**src/rtl/dlfloat_pkg.sv**
```systemverilog
// Shared DLfloat16 definitions.
//   DLF_W / DLF_ZERO / DLF_ONE / DLF_EXP_BIAS : the number format
//     (1 sign bit, 6 exponent bits with bias 31, 9 mantissa bits).
//   seq_state_t : states of the MAC job sequencer.
package dlfloat_pkg;

    localparam int             DLF_W        = 16;
    localparam logic [DLF_W-1:0] DLF_ZERO   = 16'h0000;
    localparam logic [DLF_W-1:0] DLF_ONE    = 16'h3E00;  // exp = bias, mantissa = 0
    localparam int             DLF_EXP_BIAS = 31;

    typedef enum logic [2:0] {
        IDLE,
        CLEAR,
        RUN,
        DRAIN,
        DONE
    } seq_state_t;

endpackage

```
**src/rtl/dlfloat_mac_sequencer.sv**
```systemverilog
// Sequences one dot-product job on the DLfloat16 MAC datapath.
//
// A job is started with start/cfg_len. The accumulator is cleared (mac_clr)
// before the first pair, then cfg_len operand pairs are accepted over the
// in_valid/in_ready stream and forwarded one per cycle to the MAC with a
// mac_en strobe. After the last pair the sequencer waits for the MAC
// pipeline to settle, captures mac_acc and holds it on out_data/out_valid
// until the consumer takes it with out_ready.
//
// Ports:
//   clk, rst            : clock, synchronous active-high reset
//   start, cfg_len      : job start and length (sampled in IDLE only)
//   busy                : high whenever a job is in progress
//   in_valid/in_ready   : operand stream handshake, in_a/in_b operands
//   mac_a, mac_b        : registered operands to the MAC
//   mac_en, mac_clr     : accumulate / clear strobes to the MAC
//   mac_acc             : accumulator value from the MAC
//   out_valid/out_ready : result handshake, out_data result
module dlfloat_mac_sequencer
    import dlfloat_pkg::*;
#(
    parameter int DATA_W  = 16,
    parameter int CNT_W   = 8,
    parameter int MAC_LAT = 3
) (
    input  logic              clk,
    input  logic              rst,
    input  logic              start,
    input  logic [CNT_W-1:0]  cfg_len,
    output logic              busy,
    input  logic              in_valid,
    output logic              in_ready,
    input  logic [DATA_W-1:0] in_a,
    input  logic [DATA_W-1:0] in_b,
    output logic [DATA_W-1:0] mac_a,
    output logic [DATA_W-1:0] mac_b,
    output logic              mac_en,
    output logic              mac_clr,
    input  logic [DATA_W-1:0] mac_acc,
    output logic              out_valid,
    input  logic              out_ready,
    output logic [DATA_W-1:0] out_data
);

    localparam int DRAIN_W = $clog2(MAC_LAT + 1);

    seq_state_t         state_q, state_d;
    logic [CNT_W-1:0]   len_q;
    logic [CNT_W-1:0]   issue_cnt;
    logic [DRAIN_W-1:0] drain_cnt;
    logic               last_pair;

    // The pair accepted when issue_cnt == len_q-1 is the final one of the job.
    assign last_pair = (issue_cnt == len_q - CNT_W'(1));

    // Next-state and combinational outputs.
    // NOTE: every signal driven here gets a default first, so no path through
    // the case statement can leave it unassigned and infer a latch.
    always_comb begin
        state_d  = state_q;
        busy     = 1'b1;
        in_ready = 1'b0;
        mac_clr  = 1'b0;
        case (state_q)
            IDLE: begin
                busy = 1'b0;
                if (start) begin
                    state_d = (cfg_len == '0) ? DONE : CLEAR;
                end
            end
            CLEAR: begin
                mac_clr = 1'b1;
                state_d = RUN;
            end
            RUN: begin
                in_ready = 1'b1;
                if (in_valid && last_pair) begin
                    state_d = DRAIN;
                end
            end
            DRAIN: begin
                if (drain_cnt == '0) begin
                    state_d = DONE;
                end
            end
            DONE: begin
                if (out_ready) begin
                    state_d = IDLE;
                end
            end
            default: state_d = IDLE;
        endcase
    end

    // State register, counters and registered outputs.
    // NOTE: sequential state uses non-blocking assignments so every register
    // samples the pre-edge values, independent of statement order.
    always_ff @(posedge clk) begin
        if (rst) begin
            state_q   <= IDLE;
            len_q     <= '0;
            issue_cnt <= '0;
            drain_cnt <= '0;
            mac_a     <= '0;
            mac_b     <= '0;
            mac_en    <= 1'b0;
            out_valid <= 1'b0;
            out_data  <= '0;
        end else begin
            state_q <= state_d;
            mac_en  <= 1'b0;
            case (state_q)
                IDLE: begin
                    if (start) begin
                        len_q     <= cfg_len;
                        issue_cnt <= '0;
                        if (cfg_len == '0) begin
                            out_data  <= DATA_W'(DLF_ZERO);
                            out_valid <= 1'b1;
                        end
                    end
                end
                RUN: begin
                    if (in_valid) begin
                        mac_a     <= in_a;
                        mac_b     <= in_b;
                        mac_en    <= 1'b1;
                        issue_cnt <= issue_cnt + CNT_W'(1);
                        if (last_pair) begin
                            drain_cnt <= DRAIN_W'(MAC_LAT);
                        end
                    end
                end
                DRAIN: begin
                    // The counter covers the MAC_LAT cycles after the final
                    // mac_en cycle; at zero the last contribution has been on
                    // mac_acc for a full cycle and is safe to capture.
                    if (drain_cnt == '0) begin
                        out_data  <= mac_acc;
                        out_valid <= 1'b1;
                    end else begin
                        drain_cnt <= drain_cnt - DRAIN_W'(1);
                    end
                end
                DONE: begin
                    if (out_ready) begin
                        out_valid <= 1'b0;
                    end
                end
                default: ;
            endcase
        end
    end

endmodule
```
**config.mk**
```make
export PLATFORM = sky130hd
export DESIGN_NAME = dlfloat_mac_sequencer
export DESIGN_NICKNAME = d
export VERILOG_FILES = /design/src/rtl/dlfloat_pkg.sv /design/src/rtl/dlfloat_mac_sequencer.sv
export SDC_FILE = /design/constraint.sdc
export NUM_CORES = 1
export LEC_CHECK = 0
export CORE_ASPECT_RATIO = 0.5
export CORE_UTILIZATION = 30
export CTS_CLUSTER_SIZE = 12
export DETAILED_ROUTE_END_ITERATION = 10
export SLEW_MARGIN = 20
export SYNTH_ARGS = -nofsm -noshare
export SYNTH_HDL_FRONTEND = slang
export SYNTH_SLANG_ARGS = --single-unit
```
**constraint.sdc**
```tcl
create_clock -name clk -period 2.2 [get_ports clk]
set_clock_uncertainty 0.2 [all_clocks]
set_input_delay 0.66 -clock clk [delete_from_list [all_inputs] [get_ports clk]]
set_output_delay 0.66 -clock clk [all_outputs]
set_load 0.1 [all_outputs]
```
==> run summary <==
Outcome: finished with violations
Failing checks: negative setup slack
Sw Ratio: 0.278
Max VDD drop: 0.479 mV
RR Endpoint: drain_cnt[0]
WL/cell: 13.3 µm
Register area share after synthesis: 0.489
RSZ-0062 raised after global routing: yes
Mapped Cells: 365
Mean Syn Cell Area: 7.97 µm²
Peak Freq: 432 MHz
Worst-path maximum fanout: 4
Commonest cells post-synth: nand2_1, dfxtp_1, a21oi_1, nand3_1, nor2_1
Final nets: 559
CTS tree: yes
Fillcell total: 786
Die Y: 71.6 µm
Adder-cell area share of the yosys netlist: 0.0129
Total Die Area: 10100 µm²
Reg2reg start: len_q[1]
Max Cap Viol: 0
CP required: 2270 ps
Final Hold Viols: 0
First-pass GRT wire length: 13700 µm
Metal1 wirelength: 3820 µm
ANT cells: 0
Routed Antenna Nets: 0
Top sig layer: met4
Crit share post-route: 1.05
Proportion of layout cells with a drive suffix above 1: 0.253
Clock latency on the worst-skew pair: 320 ps
Leak Pwr: 2.00 nW
Starting Density: 0.322
Most numerous cell in the Yosys netlist: nand2_1
CP Capture Type: flip-flop
# DRC: 0
Top FF cell, synth: dfxtp_1
WP data arrival: 2380 ps
Pwr Total: 3.78 mW
Net Sw Power: 1.05 mW
Clk slew on worst S/H paths: 50 ps
Flops & latches, synth: 71
Pwr Density: 709 nW/µm²
Crit Path Category: reg2reg
Worst Tran Pin Value: 589 ps
Core Rows: 24
H-tree depth: 3
Vias in the first global route: 2837
Vias per inst: 4.55
I/O Pins: 114
Rel. slew slack: 0.604
Clock Power Share: 0.404
Clock sinks: 71
Yosys cell types: 42
Cell Area, Synth: 2910 µm²
Clk buf depth: 2
Synthesized Nets: 429
Async set or reset register ratio after synthesis: 0
Via count: 2861
Hold depth: 2
Pin count of the biggest net entering global routing: 47
Drt pass-1 iters: 4
Routed wire length: 8360 µm
Initial antenna violation count: 0
Wire length on met2: 4060 µm
Simple-gate share of the synthesized area: 0.257
Tot GR Track Use: 0.174
Compound-Gate Fraction of Synth Area: 0.155
Cell type with the largest total area after synthesis: dfxtp_1
Hold Crit Class: reg2reg
Largest family of logic cells by synthesized area: simple AND/OR/NAND/NOR gates
Fin. max-slew vios: 0
Min-Delay Startpoint: len_q[1]
GRT overflow: 0
Met3 wire len: 345 µm
Core area: 9040 µm²
CTS Buf Count: 9
Buffers on Ports: 113
Post-DP HPWL: 6070 µm
CP startpoint kind: flip-flop
Internal power: 2.73 mW
Mux contribution to synthesized area: 0.00344
Post-synth EDFFs: 0
CTS Root Cell: clkbuf_16
Cts hold-fix bufs: 0
Worst slack, placed: -455 ps
Min cycle time layout: 2310 ps
Worst setup margin: -112 ps
Synthesis-to-layout area growth: 83.6%
GP Congestion: 0.766
Xor/xnor share of the synthesized area: 0.0452
Die Wd: 141 µm
Comb pwr share: 0.229
Reg-to-reg slack, setup: -110 ps
Post-synth top area share: 0.489
R2R cell count: 7
Flop pwr share: 0.366
Synth Warn #: 0
Finish-stage setup viols: 2
Top cells by area, synth: dfxtp_1, nand2_1, a21oi_1, nand3_1, xor2_1
Hold endpoint: len_q[1]
Initial DRC Count: 118
-- metal layers --
metal	global-route usage	vias to the layer above
met5	0	-
li1	-	1492
met3	0.0561	11
met4	0.0664	0
met1	0.206	1308
met2	0.299	50
-- worst max-delay path: stages (launching register included) --
cell	delay (ps)
dfxtp_2	330
inv_2	60
ha_4	120
or3b_4	370
or4_4	450
a2111oi_4	310
and4_4	280
o31a_1	130
-- final cells by class --
class	count	area (µm²)	area share
Clock buffer	11	243	0.0455
Multi-Input combinational cell	266	1490	0.279
Timing Repair Buffer	140	1920	0.360
Inverter	7	26.3	0.00492
Clock inverter	4	70.1	0.0131
Sequential cell	71	1430	0.267
Tap cell	130	163	0.0305
-- flip-flops by register name, indices dropped and copies added, names as in the netlist --
| register | flops |
|---|---|
| drain_cnt | 2 |
| issue_cnt | 8 |
| len_q | 8 |
| mac_a | 16 |
| mac_b | 16 |
| mac_en | 1 |
| out_data | 16 |
| out_valid | 1 |
| state_q | 3 |
-- timing repair --
action / 4_1_cts / 5_1_grt
pin swaps: 5 / 8
endpoints found under the hold margin: 0 / 0
gates resized for setup: 15 / 10
setup buffers: 0 / 1
endpoints found under the setup margin: 24 / 22
-- layout by cell type (no fill, tap or decap), types with 2 or more instances in the layout --
master,instances
and3_1,3
xor2_1,10
nand2b_1,2
clkdlybuf4s50_1,52
dlygate4sd2_1,5
o21ai_0,2
buf_4,22
dfxtp_2,5
nand2_1,102
clkbuf_16,9
a211o_1,2
clkinv_2,2
inv_1,4
nor2_1,17
o31a_1,2
a21oi_2,5
nand3b_1,2
nor3_1,2
ha_1,2
nand4_1,3
inv_2,3
a21oi_1,58
nand3_1,19
or4_4,3
dlymetal6s2s_1,2
dfxtp_1,66
bufinv_16,2
buf_12,58
xnor2_1,5
-- stage by stage --
| stage | std cells | area (µm²) | TNS (ps) | hold slack (ps) | utilization |
|---|---|---|---|---|---|
| 6_report | 629 | 5340 | -211 | 274 | 0.591 |
| 5_1_grt | 629 | 5340 | -759 | 293 | 0.591 |
| 4_1_cts | 628 | 5300 | -216 | 279 | 0.587 |
| 3_5_place_dp | 613 | 4960 | -10820 | 271 | 0.549 |
| 3_3_place_gp | 613 | 4960 | -10080 | 263 | 0.549 |
| 2_1_floorplan | 365 | 2970 | 0 | 248 | - |
-- worst max path at each step --
stage,startpoint,to,cells after the start
finish,len_q[1],drain_cnt[0],7
global route,len_q[1],drain_cnt[0],7
CTS,len_q[1],drain_cnt[0],7
floorplan,len_q[1],drain_cnt[0],7
global placement,start,issue_cnt[5],7
detailed placement,start,issue_cnt[5],7
-- power groups by stage --
stage               logic (mW)  registers (mW)  clock network [mW]
floorplan                0.296            1.57                   0
global placement         0.849            1.41                   0
detailed placement       0.853            1.41                   0
CTS                      0.866            1.39                1.57
global route             0.919            1.39                1.63
finish                   0.868            1.39                1.53
-- cell families (layout without fill, tap and decap cells) --
logic type | Yosys count | count (layout)
AO/OA/AOI/OAI | 80 | 80
XOR/XNOR | 15 | 15
adder cells (fa/ha/maj) | 3 | 3
buffers and inverters | 28 | 162
flip-flops | 71 | 71
multiplexers | 1 | 1
AND/OR/NAND/NOR | 167 | 167
(Power assumes the default switching activity.)
